<file path="src/rtl/mem_arbiter_if.sv">
// Requester, memory and status signals shared by mem_arbiter and its environment.
// slave is the arbiter's view; master is the view of the IF/LSU/memory side driving it.
interface mem_arbiter_if #(
    parameter int ADDR_WIDTH = 32,
    parameter int DATA_WIDTH = 32
);
    logic                  if_req;
    logic [ADDR_WIDTH-1:0] if_addr;
    logic                  if_ack;
    logic [DATA_WIDTH-1:0] if_rdata;

    logic                  ls_req;
    logic                  ls_we;
    logic [ADDR_WIDTH-1:0] ls_addr;
    logic [DATA_WIDTH-1:0] ls_wdata;
    logic                  ls_ack;
    logic [DATA_WIDTH-1:0] ls_rdata;

    logic [ADDR_WIDTH-1:0] mem_addr;
    logic                  mem_req_valid;
    logic                  mem_we;
    logic [DATA_WIDTH-1:0] mem_wdata;
    logic [DATA_WIDTH-1:0] mem_rdata;
    logic                  mem_data_valid;

    logic                  busy;
    logic                  err;

    modport slave (
        input  if_req, if_addr,
        output if_ack, if_rdata,
        input  ls_req, ls_we, ls_addr, ls_wdata,
        output ls_ack, ls_rdata,
        output mem_addr, mem_req_valid, mem_we, mem_wdata,
        input  mem_rdata, mem_data_valid,
        output busy, err
    );

    modport master (
        output if_req, if_addr,
        input  if_ack, if_rdata,
        output ls_req, ls_we, ls_addr, ls_wdata,
        input  ls_ack, ls_rdata,
        input  mem_addr, mem_req_valid, mem_we, mem_wdata,
        output mem_rdata, mem_data_valid,
        input  busy, err
    );
endinterface

</file>
<file path="src/rtl/mem_arbiter.sv">
// Round-robin IF/LSU arbiter for a single-port memory; 3 cycles req->ack, one access per 4 cycles.
// Requests are level-held, so none are lost while busy; MEM_ARB_TIMEOUT_EN adds a WAIT timeout flagged on err.
module mem_arbiter #(
    parameter int ADDR_WIDTH     = 32,
    parameter int DATA_WIDTH     = 32,
    parameter int TIMEOUT_CYCLES = 16
) (
    input  logic          clk,
    input  logic          reset,
    mem_arbiter_if.slave  bus
);

    if (TIMEOUT_CYCLES < 2 || TIMEOUT_CYCLES > 255) begin : g_bad_timeout
        $error("mem_arbiter: TIMEOUT_CYCLES must lie in 2..255");
    end

    typedef enum logic [1:0] {
        S_IDLE  = 2'd0,
        S_ISSUE = 2'd1,
        S_WAIT  = 2'd2,
        S_RESP  = 2'd3
    } state_t;

    typedef enum logic {
        REQ_IF = 1'b0,
        REQ_LS = 1'b1
    } req_t;

    state_t                state_q,    state_d;
    req_t                  rr_last_q,  rr_last_d;
    req_t                  grant_q,    grant_d;
    logic [ADDR_WIDTH-1:0] addr_q,     addr_d;
    logic [DATA_WIDTH-1:0] wdata_q,    wdata_d;
    logic                  we_q,       we_d;
    logic [DATA_WIDTH-1:0] if_rdata_q, if_rdata_d;
    logic [DATA_WIDTH-1:0] ls_rdata_q, ls_rdata_d;
`ifdef MEM_ARB_TIMEOUT_EN
    localparam logic [7:0] TIMEOUT_LIM = 8'(TIMEOUT_CYCLES);
    logic [7:0]            cnt_q,      cnt_d;
    logic                  err_q,      err_d;
`endif

    always_comb begin
        state_d    = state_q;
        rr_last_d  = rr_last_q;
        grant_d    = grant_q;
        addr_d     = addr_q;
        wdata_d    = wdata_q;
        we_d       = we_q;
        if_rdata_d = if_rdata_q;
        ls_rdata_d = ls_rdata_q;
`ifdef MEM_ARB_TIMEOUT_EN
        cnt_d      = cnt_q;
        err_d      = err_q;
`endif
        case (state_q)
            S_IDLE: begin
                if (bus.if_req || bus.ls_req) begin
                    // IF wins when alone, or when LS took the previous grant.
                    if (bus.if_req && (!bus.ls_req || rr_last_q == REQ_LS)) begin
                        grant_d = REQ_IF;
                        addr_d  = bus.if_addr;
                        wdata_d = '0;
                        we_d    = 1'b0;
                    end else begin
                        grant_d = REQ_LS;
                        addr_d  = bus.ls_addr;
                        wdata_d = bus.ls_wdata;
                        we_d    = bus.ls_we;
                    end
                    rr_last_d = grant_d;
                    state_d   = S_ISSUE;
                end
            end
            S_ISSUE: begin
                state_d = S_WAIT;
`ifdef MEM_ARB_TIMEOUT_EN
                cnt_d   = 8'd0;
                err_d   = 1'b0;
`endif
            end
            S_WAIT: begin
                if (bus.mem_data_valid) begin
                    if (grant_q == REQ_IF) begin
                        if_rdata_d = bus.mem_rdata;
                    end else begin
                        ls_rdata_d = we_q ? '0 : bus.mem_rdata;
                    end
                    state_d = S_RESP;
                end
`ifdef MEM_ARB_TIMEOUT_EN
                else if (cnt_q >= TIMEOUT_LIM) begin
                    if (grant_q == REQ_IF) begin
                        if_rdata_d = '0;
                    end else begin
                        ls_rdata_d = '0;
                    end
                    err_d   = 1'b1;
                    state_d = S_RESP;
                end else begin
                    cnt_d = cnt_q + 8'd1;
                end
`endif
            end
            S_RESP: begin
                state_d = S_IDLE;
            end
            default: begin
                state_d = S_IDLE;
            end
        endcase
    end

    always_ff @(posedge clk or posedge reset) begin
        if (reset) begin
            state_q    <= S_IDLE;
            rr_last_q  <= REQ_LS;
            grant_q    <= REQ_IF;
            addr_q     <= '0;
            wdata_q    <= '0;
            we_q       <= 1'b0;
            if_rdata_q <= '0;
            ls_rdata_q <= '0;
`ifdef MEM_ARB_TIMEOUT_EN
            cnt_q      <= 8'd0;
            err_q      <= 1'b0;
`endif
        end else begin
            state_q    <= state_d;
            rr_last_q  <= rr_last_d;
            grant_q    <= grant_d;
            addr_q     <= addr_d;
            wdata_q    <= wdata_d;
            we_q       <= we_d;
            if_rdata_q <= if_rdata_d;
            ls_rdata_q <= ls_rdata_d;
`ifdef MEM_ARB_TIMEOUT_EN
            cnt_q      <= cnt_d;
            err_q      <= err_d;
`endif
        end
    end

    // Memory-side outputs are gated by ISSUE so they read zero in every other state.
    assign bus.mem_req_valid = (state_q == S_ISSUE);
    assign bus.mem_addr      = (state_q == S_ISSUE) ? addr_q  : '0;
    assign bus.mem_we        = (state_q == S_ISSUE) && we_q;
    assign bus.mem_wdata     = (state_q == S_ISSUE) ? wdata_q : '0;

    assign bus.if_ack   = (state_q == S_RESP) && (grant_q == REQ_IF);
    assign bus.ls_ack   = (state_q == S_RESP) && (grant_q == REQ_LS);
    assign bus.if_rdata = if_rdata_q;
    assign bus.ls_rdata = ls_rdata_q;
    assign bus.busy     = (state_q != S_IDLE);
`ifdef MEM_ARB_TIMEOUT_EN
    assign bus.err      = (state_q == S_RESP) && err_q;
`else
    assign bus.err      = 1'b0;
`endif

endmodule

</file>
<file path="src/flat_wrapper.sv">
// flat-port wrapper written by rule: the top's interface ports become plain ports
module mem_arbiter_flat 
#(
    parameter int ADDR_WIDTH     = 32,
    parameter int DATA_WIDTH     = 32,
    parameter int TIMEOUT_CYCLES = 16
)
  (clk, reset, bus_if_req, bus_if_addr, bus_if_ack, bus_if_rdata, bus_ls_req, bus_ls_we, bus_ls_addr, bus_ls_wdata, bus_ls_ack, bus_ls_rdata, bus_mem_addr, bus_mem_req_valid, bus_mem_we, bus_mem_wdata, bus_mem_rdata, bus_mem_data_valid, bus_busy, bus_err);
  mem_arbiter_if #(.ADDR_WIDTH(ADDR_WIDTH), .DATA_WIDTH(DATA_WIDTH)) bus_i ();
  input  logic clk;
  input  logic reset;
  input wire logic [$bits(bus_i.if_req)-1:0] bus_if_req;
  input wire logic [$bits(bus_i.if_addr)-1:0] bus_if_addr;
  output wire logic [$bits(bus_i.if_ack)-1:0] bus_if_ack;
  output wire logic [$bits(bus_i.if_rdata)-1:0] bus_if_rdata;
  input wire logic [$bits(bus_i.ls_req)-1:0] bus_ls_req;
  input wire logic [$bits(bus_i.ls_we)-1:0] bus_ls_we;
  input wire logic [$bits(bus_i.ls_addr)-1:0] bus_ls_addr;
  input wire logic [$bits(bus_i.ls_wdata)-1:0] bus_ls_wdata;
  output wire logic [$bits(bus_i.ls_ack)-1:0] bus_ls_ack;
  output wire logic [$bits(bus_i.ls_rdata)-1:0] bus_ls_rdata;
  output wire logic [$bits(bus_i.mem_addr)-1:0] bus_mem_addr;
  output wire logic [$bits(bus_i.mem_req_valid)-1:0] bus_mem_req_valid;
  output wire logic [$bits(bus_i.mem_we)-1:0] bus_mem_we;
  output wire logic [$bits(bus_i.mem_wdata)-1:0] bus_mem_wdata;
  input wire logic [$bits(bus_i.mem_rdata)-1:0] bus_mem_rdata;
  input wire logic [$bits(bus_i.mem_data_valid)-1:0] bus_mem_data_valid;
  output wire logic [$bits(bus_i.busy)-1:0] bus_busy;
  output wire logic [$bits(bus_i.err)-1:0] bus_err;
  assign bus_i.if_req = bus_if_req;
  assign bus_i.if_addr = bus_if_addr;
  assign bus_if_ack = bus_i.if_ack;
  assign bus_if_rdata = bus_i.if_rdata;
  assign bus_i.ls_req = bus_ls_req;
  assign bus_i.ls_we = bus_ls_we;
  assign bus_i.ls_addr = bus_ls_addr;
  assign bus_i.ls_wdata = bus_ls_wdata;
  assign bus_ls_ack = bus_i.ls_ack;
  assign bus_ls_rdata = bus_i.ls_rdata;
  assign bus_mem_addr = bus_i.mem_addr;
  assign bus_mem_req_valid = bus_i.mem_req_valid;
  assign bus_mem_we = bus_i.mem_we;
  assign bus_mem_wdata = bus_i.mem_wdata;
  assign bus_i.mem_rdata = bus_mem_rdata;
  assign bus_i.mem_data_valid = bus_mem_data_valid;
  assign bus_busy = bus_i.busy;
  assign bus_err = bus_i.err;
  mem_arbiter #(.ADDR_WIDTH(ADDR_WIDTH), .DATA_WIDTH(DATA_WIDTH), .TIMEOUT_CYCLES(TIMEOUT_CYCLES)) u_core (.clk(clk), .reset(reset), .bus(bus_i));
endmodule
</file>
<file path="config.mk">
export PLATFORM = sky130hd
export DESIGN_NAME = mem_arbiter_flat
export DESIGN_NICKNAME = d
export VERILOG_FILES = /design/src/rtl/mem_arbiter_if.sv /design/src/rtl/mem_arbiter.sv /design/src/flat_wrapper.sv
export SDC_FILE = /design/constraint.sdc
export NUM_CORES = 1
export LEC_CHECK = 0
export ABC_CLOCK_PERIOD_IN_PS = 5100
export CAP_MARGIN = 20
export CORE_UTILIZATION = 42
export DETAILED_ROUTE_END_ITERATION = 6
export HOLD_SLACK_MARGIN = 0.06
export PLACE_DENSITY = 0.84
export SETUP_SLACK_MARGIN = 0.05
export SKIP_CTS_REPAIR_TIMING = 1
export SLEW_MARGIN = 25
export SYNTH_ARGS = -nofsm -noshare
export SYNTH_HDL_FRONTEND = slang
export SYNTH_SLANG_ARGS = --single-unit
</file>
<file path="constraint.sdc">
create_clock -name clk -period 5.1 [get_ports clk]
set_clock_uncertainty 0.2 [all_clocks]
set_input_delay 1.02 -clock clk [delete_from_list [all_inputs] [get_ports clk]]
set_output_delay 1.02 -clock clk [all_outputs]
set_load 0.05 [all_outputs]
</file>
Yosys cells after proc, flatten, opt, wreduce, memory -nomap -nowiden
Index checks and enable logic that the tools add are counted.

Flip-flop bits (word level): 133. Word-level logic and storage cells: 37. Input port bits: 134.

Bitwise operators: 1. Reductions and logical operators: 13. Muxes and demuxes: 10. Equal/unequal tests: 5.

Operators by type and width (count): $mux 32 (5); $pmux 2 s4 (1); $reduce_and 3->1 (2); $eq 2x2->1 const B (2); $logic_and 1x1->1 (4); $mux 2 (2); $reduce_and 2->1 (2); $eq 2x1->1 const B (1); $logic_not 2->1 (1); $logic_or 1x1->1 (2); $mux 1 (2); $ne 2x1->1 const B (1); $ne 2x2->1 const B (1); $reduce_bool 2->1 (1); $logic_not 1->1 (1); $not 1->1 (1).

Logic depth before layout (Yosys ltp)
Gate-level depths: netlist of the first run.

Word-level depth: 4. Depth in mapped cells: 7.

Worst setup path after synthesis of the first run
No wires, ideal clock.

Kind: reg2out. Start point: reg u_core.state_q[1]. End point: out bus_mem_addr[31]. Arrival time: 1.929 ns. Path slack: 1.951 ns. Cell stages (with the launch flop): 6. Required time: 3.880 ns. Path through: dfrtp_1 inv_1 ha_1 clkbuf_1 clkbuf_1 and2_1.

Word-level cells in the longest chain between the ends: 2.

Ends and longest elaborated chain: start, declared (line mem_arbiter.sv:29) `state_t state_q, state_d;`; start signal, assigned (line mem_arbiter.sv:129) `state_q <= state_d;`; $eq 2x1->1; via bus_mem_req_valid (line flat_wrapper.sv:23) `output wire logic [$bits(bus_i.mem_req_valid)-1:0] bus_mem_req_valid;`; $mux 32 (line mem_arbiter.sv:146) `assign bus.mem_addr = (state_q == S_ISSUE) ? addr_q : '0;`; end, declared (line flat_wrapper.sv:22) `output wire logic [$bits(bus_i.mem_addr)-1:0] bus_mem_addr;`.

The timed path passes the listed nets, and every way through them passes these cells.

Worst setup path after layout of the first run
Start point: reg u_core.state_q[1]. End point: out bus_mem_wdata[5].

Word-level cells in the longest chain between the ends: 2.

Ends and longest elaborated chain: $eq 2x1->1 (line mem_arbiter.sv:148) `assign bus.mem_wdata = (state_q == S_ISSUE) ? wdata_q : '0;`; $mux 32 (line mem_arbiter.sv:148); end, declared (line flat_wrapper.sv:25) `output wire logic [$bits(bus_i.mem_wdata)-1:0] bus_mem_wdata;`.

No other way between the ends.

==> results.md, run 1 <==
- 268 — I/O pin cnt
- 0.272 — share of power burned in registers
- 948 — Nets
- 11.93 mm — HPWL after DPL
- 14760 um^2 — floorplan die area
- 6.774 mW — PnR Total Power
- 0.05 ns — Clock transition at path regs
- 0.5552 — sequential cell area fraction in the yosys report
- 0 — Antenna Violating Nets Remaining
- 341 — number of violations reported at the end of detailed-routing iteration 0
- 10.61 um^2 — Post-Syn Area per Cell
- finished clean — outcome
- 3.697 mW — P_int
- 0 — Max-Cap Viols
- 0.194 — clock network fraction of total power
- flip-flop to flip-flop — Hold Crit Class
- 0 — initial antenna violation count
- 9376 um^2 — Final Instance Area
- 5 — number of detailed-routing iterations run before antenna repair
- 705 — number of nets produced by synthesis
- 13880 um^2 — core outline area
- 2424 um^2 — footprint of the multi-input gates
- no — RSZ-0062 raised after global routing
- 5997 um^2 — post-synthesis instance area
- 0.534 — combinational fraction of design power
- 5275 — vias in the first global route
- 5 — worst reg-to-reg path cell count
- 0 — Max Slew Vio Count
- 17 — TritonCTS Buffers
- 0 — number of DRC violations after detailed routing
- u_core.bus.ls_rdata[6] — launch point of the worst hold path
- 0.4320 — initial cell density of the core
- 26.95 mm — global-route wire length before repair
- 0 ns — aggregate negative setup slack
- 16.99 mm — overall routed net length
- 266 — total of buffers placed on input and output ports
- 4 — deepest level of the CTS H-tree
- 3.078 mW — switching power
- 0.3294 — slew margin rel.
- u_core.wdata_q[25] — Reg2Reg Capture Point
- u_core.state_q[1] — origin of the critical flop-to-flop path
- 56.35% — Syn-to-layout area delta
- 0.41 ns — clock latency on the worst-skew pair
- 0.7543 — final worst-path cycle share
- 0.2600 GHz — highest clock rate
- 0 — setup violation total in the final timing report
- yes — TritonCTS clock tree
- 2.63 ns — data arrival time at the worst-slack endpoint
- output port — critical path capture point type
- 0 — Final Hold Vio Count
- 16.99 um — Routed wire per std cell
- sky130_fd_sc_hd__clkbuf_16 — CTS root buffer
- 0 — synth warn
- 3.88 ns — required time of the worst setup path
- 0 — number of diodes added for antenna fixing
- flip-flop to output port — type of the worst setup path
- 565 — gate count of the mapped netlist
- 121.5 um — height of the die
- 1.253 ns — final setup slack of the worst path
- 3.847 ns — Period minus WS final
- 722.5 nW/um^2 — Pwr per Cell Area
- 133 — total number of clock tree sinks
- 1000 — Layout Cells excl Fill
- 0.6755 — final core utilization
- 2 — Hold Path Stages
- 133 — number of synthesized register bits
- 969 — Cell Count Post-Placement
- 3329 um^2 — register area
- 0.0003850 V — peak ir drop on the vdd network
- 8726 um^2 — Placement Cell Area
- 0.4543 — switching share of power
- 1.311 ns — worst slack, placed
- 3.957 nW — static leakage power
- 43 — FP Rows
- 2 — clock buffer depth
- 66 — biggest fanout along the worst timing path
- 69 — largest net degree at the start of global routing
- 0.05854 — fraction of final layout cells with drive strength greater than 1
- flip-flop — sort of element at the start of the critical path
- 5.238 — routed vias/inst
- 992 — fill cell instance count of the final layout
- 2.65 ns — worst reg2reg setup slack
- 5238 — total vias in the final route
- 121.5 um — die width
- 0 — gr ovfl total
- 1.006 ns — transition time at the pin with the least slew margin
- 0.8141 — Placer Congestion
- 0.2817 ns — Final Hold Slack
- 31 — post-synth cell types
- u_core.bus.ls_rdata[6] — Hold Crit Endpoint
- 0.2381 — GRT Total Usage
routing by layer:
| metal | routed length [um] | vias to the layer above | GRT usage | share of wire |
|---|---|---|---|---|
| li1 | - | 2431 | - | - |
| met1 | 7019 | 2522 | 0.2934 | 0.41 |
| met2 | 8358 | 260 | 0.3945 | 0.49 |
| met3 | 1346 | 25 | 0.06908 | 0.079 |
| met4 | 265 | 0 | 0.08719 | 0.016 |
| met5 | 0 | - | 0 | 0 |
cell type report:
cell class / instances / share of cell area
repair buffers: 272 / 0.2914
clock buffers: 20 / 0.04977
inverters: 6 / 0.002669
multi-input cells: 378 / 0.2585
flip-flops and latches: 133 / 0.3551
well taps: 180 / 0.02402
clock inverters: 11 / 0.01855
registers in the layout (all words and copies together) (netlist names):
signal / flops
u_core.rr_last_q: 1
u_core.bus.ls_rdata: 32
u_core.wdata_q: 32
u_core.addr_q: 32
u_core.we_q: 1
u_core.state_q: 2
u_core.bus.if_rdata: 32
u_core.grant_q: 1
cells by family (layout without fill, tap and decap cells):
logic type | after synthesis | after routing | share of synthesized area
simple gates | 170 | 170 | 0.1517
other cells | 1 | 1 | 0.0006253
buf+inv | 54 | 309 | 0.04486
fa+ha+maj | 6 | 6 | 0.01252
compound gates | 167 | 167 | 0.1709
flops | 133 | 133 | 0.5552
mux | 34 | 34 | 0.06426
cells in the mapped netlist:
cell type	number	area share
sky130_fd_sc_hd__a21oi_1	32	0.027
sky130_fd_sc_hd__a21oi_4	1	0.0027
sky130_fd_sc_hd__a22o_1	33	0.048
sky130_fd_sc_hd__a31oi_1	34	0.035
sky130_fd_sc_hd__and2_1	66	0.069
sky130_fd_sc_hd__and2b_1	1	0.0013
sky130_fd_sc_hd__buf_2	11	0.0092
sky130_fd_sc_hd__buf_4	8	0.010
sky130_fd_sc_hd__buf_6	3	0.0056
sky130_fd_sc_hd__clkbuf_1	26	0.016
sky130_fd_sc_hd__conb_1	1	0.00063
sky130_fd_sc_hd__dfrtp_1	132	0.55
sky130_fd_sc_hd__dfstp_2	1	0.0044
sky130_fd_sc_hd__ha_1	6	0.013
sky130_fd_sc_hd__inv_1	5	0.0031
sky130_fd_sc_hd__inv_2	1	0.00063
sky130_fd_sc_hd__mux2_1	30	0.056
sky130_fd_sc_hd__mux2_2	2	0.0038
sky130_fd_sc_hd__mux2_4	1	0.0025
sky130_fd_sc_hd__mux2i_1	1	0.0017
sky130_fd_sc_hd__nand2_1	32	0.020
sky130_fd_sc_hd__nand2b_1	33	0.034
sky130_fd_sc_hd__nand3_1	1	0.00083
sky130_fd_sc_hd__nand3b_4	1	0.0033
sky130_fd_sc_hd__nor2_1	35	0.022
sky130_fd_sc_hd__nor2b_1	1	0.0010
sky130_fd_sc_hd__o21a_1	1	0.0013
sky130_fd_sc_hd__o21ai_0	37	0.031
sky130_fd_sc_hd__o21ai_1	27	0.023
sky130_fd_sc_hd__o21ai_2	1	0.0015
sky130_fd_sc_hd__o32a_1	1	0.0017
layout by cell type, fill, tap and decap left out, drive strengths merged, types with 3 or more instances in the layout:
cell,synthesis,layout
clkinv,0,3
clkdlybuf4s50,0,266
nor2,35,35
inv,6,7
and2,66,66
clkbuf,26,20
a22o,33,33
nand2,32,32
buf,22,6
nand2b,33,33
dfrtp,132,132
o21ai,65,65
a31oi,34,34
ha,6,6
a21oi,33,33
mux2,33,33
bufinv,0,4
clkinvlp,0,3
power by group through the flow:
stage                     Combinational [mW]  Clock (mW)  Sequential, mW
final                                   3.62        1.31            1.84
after global routing                    3.83        1.37            1.90
after CTS                               3.63        1.33            1.84
after detailed placement                3.62           0            1.85
after global placement                  3.54           0            1.82
after floorplan                         1.68           0            2.58
worst max-delay path: stages (launching register included):
cell and delay (ns):
sky130_fd_sc_hd__dfrtp_1 0.43, sky130_fd_sc_hd__inv_1 0.17, sky130_fd_sc_hd__ha_4 0.53, sky130_fd_sc_hd__and2_1 0.24, sky130_fd_sc_hd__clkdlybuf4s50_1 0.81
worst max-delay path by stage:
stage                           start                to  cells after the start
finish              u_core.state_q[1]  bus_mem_wdata[5]                      4
global route        u_core.state_q[1]   bus_mem_addr[0]                      4
CTS                 u_core.state_q[1]   bus_mem_addr[0]                      4
detailed placement  u_core.state_q[1]   bus_mem_addr[0]                      4
global placement    u_core.state_q[1]   bus_mem_addr[0]                      4
floorplan                       reset  u_core.addr_q[0]                      1
Power figures use the tool's default switching activity.
==> run 2: changes to the inputs <==
- ABC_CLOCK_PERIOD_IN_PS: 5100 -> 3520
- CORE_UTILIZATION: 42 -> 38
- PLACE_DENSITY: 0.84 -> 0.8
- clock period: 5.1 -> 3.52 ns (I/O delays scaled with it)
==> run 2 against run 1 <==
Against the previous run:
- clock-buffer cell count is 1 higher
- clock power is 47% higher
- via count is 1.4% lower
- routed wire length is 1.2% lower
- flip-flop and latch count stayed put
- cell area is 0.89% lower
- core utilization is 6.9 points lower
- die area is 10% higher
- critical path type unchanged
- worst hold slack worse by 0.0033 ns
==> results.md, run 2 (same netlist as run 1, synthesis figures left out) <==
- finished clean — outcome, unchanged
- 268 — I/O pin cnt, unchanged
- 0 — Max-Cap Viols, unchanged
- 9293 um^2 — Final Instance Area, was 9376 um^2
- u_core.state_q[0] — origin of the critical flop-to-flop path, was u_core.state_q[1]
- no — RSZ-0062 raised after global routing, unchanged
- 0.41 ns — clock latency on the worst-skew pair, about the same
- 2 — clock buffer depth, unchanged
- 0.3916 — initial cell density of the core, was 0.4320
- 11.51 mm — HPWL after DPL, was 11.93 mm
- 5.298 mW — P_int, was 3.697 mW
- 54.96% — Syn-to-layout area delta, was 56.35%
- 0 ns — aggregate negative setup slack, unchanged
- output port — critical path capture point type, unchanged
- 5 — worst reg-to-reg path cell count, unchanged
- u_core.wdata_q[12] — Reg2Reg Capture Point, was u_core.wdata_q[25]
- 2 — Hold Path Stages, unchanged
- 3.192 ns — Period minus WS final
- 1.26 ns — worst reg2reg setup slack, was 2.65 ns
- 133 — total number of clock tree sinks, unchanged
- 0.4544 — switching share of power, was 0.4543
- 5070 — vias in the first global route, was 5275
- 0.534 — combinational fraction of design power, about the same
- 0.06 ns — Clock transition at path regs, was 0.05 ns
- 0.9076 ns — transition time at the pin with the least slew margin, was 1.006 ns
- 5167 — total vias in the final route, was 5238
- flip-flop to flip-flop — Hold Crit Class, unchanged
- 953 — Nets, was 948
- 0 — Max Slew Vio Count, unchanged
- 4 — deepest level of the CTS H-tree, unchanged
- 16290 um^2 — floorplan die area, was 14760 um^2
- sky130_fd_sc_hd__clkbuf_16 — CTS root buffer, unchanged
- u_core.state_q[1] — CP startpoint, unchanged
- 127.6 um — die width, was 121.5 um
- u_core.bus.ls_rdata[29] — launch point of the worst hold path, was u_core.bus.ls_rdata[6]
- 4.105 nW — static leakage power, was 3.957 nW
- 0.3279 ns — final setup slack of the worst path, was 1.253 ns
- yes — TritonCTS clock tree, unchanged
- 26.30 mm — global-route wire length before repair, was 26.95 mm
- 17 — TritonCTS Buffers, unchanged
- 0.2784 ns — Final Hold Slack, was 0.2817 ns
- 16.79 mm — overall routed net length, was 16.99 mm
- 4.412 mW — switching power, was 3.078 mW
- 2.29 ns — data arrival time at the worst-slack endpoint, was 2.63 ns
- 1275 — fill cell instance count of the final layout, was 992
- u_core.bus.ls_rdata[29] — Hold Crit Endpoint, was u_core.bus.ls_rdata[6]
- 0.3133 GHz — highest clock rate
- sky130_fd_sc_hd__clkdlybuf4s50_1 — commonest non-fill, non-tap cell in the layout, unchanged
- 0.3943 — slew margin rel., was 0.3294
- flip-flop to output port — type of the worst setup path, unchanged
- 0.267 — share of power burned in registers, was 0.272
- 26 — biggest fanout along the worst timing path, was 66
- 0.1441 — fraction of final layout cells with drive strength greater than 1, was 0.05854
- 254 — number of violations reported at the end of detailed-routing iteration 0, was 341
- 4.983 — routed vias/inst, was 5.238
- 0 — Final Hold Vio Count, unchanged
- 0 — Antenna Violating Nets Remaining, unchanged
- sky130_fd_sc_hd__clkdlybuf4s50_1 (201), sky130_fd_sc_hd__dfrtp_1 (132), sky130_fd_sc_hd__buf_4 (74) — most frequent cells in the layout, was sky130_fd_sc_hd__clkdlybuf4s50_1 (266), sky130_fd_sc_hd__dfrtp_1 (132), sky130_fd_sc_hd__and2_1 (66)
- 0 — gr ovfl total, unchanged
- flip-flop — sort of element at the start of the critical path, unchanged
- 66 — largest net degree at the start of global routing, was 69
- 16.19 um — Routed wire per std cell, was 16.99 um
- 0.6210 ns — worst slack, placed, was 1.311 ns
- 2.62 ns — required time of the worst setup path, was 3.88 ns
- 8641 um^2 — Placement Cell Area, was 8726 um^2
- 4 — number of detailed-routing iterations run before antenna repair, was 5
- 0 — number of diodes added for antenna fixing, unchanged
- 0.199 — clock network fraction of total power, was 0.194
- 0.0005572 V — peak ir drop on the vdd network, was 0.0003850 V
- 0.9068 — final worst-path cycle share
- 0.7850 — Placer Congestion, was 0.8141
- 1045 nW/um^2 — Pwr per Cell Area, was 722.5 nW/um^2
- 9.710 mW — PnR Total Power, was 6.774 mW
- 127.6 um — height of the die, was 121.5 um
- 15310 um^2 — core outline area, was 13880 um^2
- 0 — number of DRC violations after detailed routing, unchanged
- 0.2090 — GRT Total Usage, was 0.2381
- 0 — setup violation total in the final timing report, unchanged
- 0 — initial antenna violation count, unchanged
- 266 — total of buffers placed on input and output ports, unchanged
- 45 — FP Rows, was 43
[run 2: critical path, cell delays in order (launching register included)]
cell                              delay, ns
sky130_fd_sc_hd__dfrtp_1               0.42
sky130_fd_sc_hd__inv_1                 0.12
sky130_fd_sc_hd__ha_2                  0.45
sky130_fd_sc_hd__clkdlybuf4s50_1       0.88
[run 2: worst max path at each step]
stage	endpoint	slack, ns
floorplan	bus_mem_addr[31]	0.69
global placement	u_core.addr_q[2]	0.70
detailed placement	u_core.addr_q[2]	0.62
CTS	bus_mem_req_valid	0.28
global route	bus_mem_addr[22]	0.21
finish	bus_mem_req_valid	0.33
[run 2: layer usage]
layer	up-vias	share of wire	wire length, um	global-route usage
li1	2439	-	-	-
met5	-	0.00036	6	0
met1	2502	0.43	7288	0.2574
met4	2	0.012	206	0.08097
met3	14	0.068	1139	0.05779
met2	210	0.49	8153	0.3488
[run 2: final cells by class]
type | instances | area [um^2] | area share
clock buffer | 21 | 480.5 | 0.05170
clock inverter | 11 | 171.4 | 0.01845
inverter | 6 | 26.28 | 0.002828
multi-input combinational | 378 | 2414 | 0.2597
sequential | 133 | 3329 | 0.3583
tap | 211 | 264.0 | 0.02841
timing repair buffer | 277 | 2608 | 0.2806
[run 2: stage by stage]
stage / util / std cells
after global placement: 0.5642 / 1005
after CTS: 0.6068 / 1037
after detailed placement: 0.5642 / 1005
after global routing: 0.6068 / 1037
final: 0.6068 / 1037
after floorplan: - / 565
[run 2: power by group through the flow]
stage                     Sequential, mW  Combinational [mW]  Clock [mW]
after floorplan                     3.74                2.44           0
after global placement              2.59                5.15           0
after detailed placement            2.61                5.22           0
after CTS                           2.60                5.22        1.98
after global routing                2.69                5.48        2.03
final                               2.60                5.18        1.93
==> run 3: changes to the inputs <==
- CTS_CLUSTER_DIAMETER: not set -> 60
==> results of run 3 <==
Final layout, timing and power as in run 2 (identical DEF).
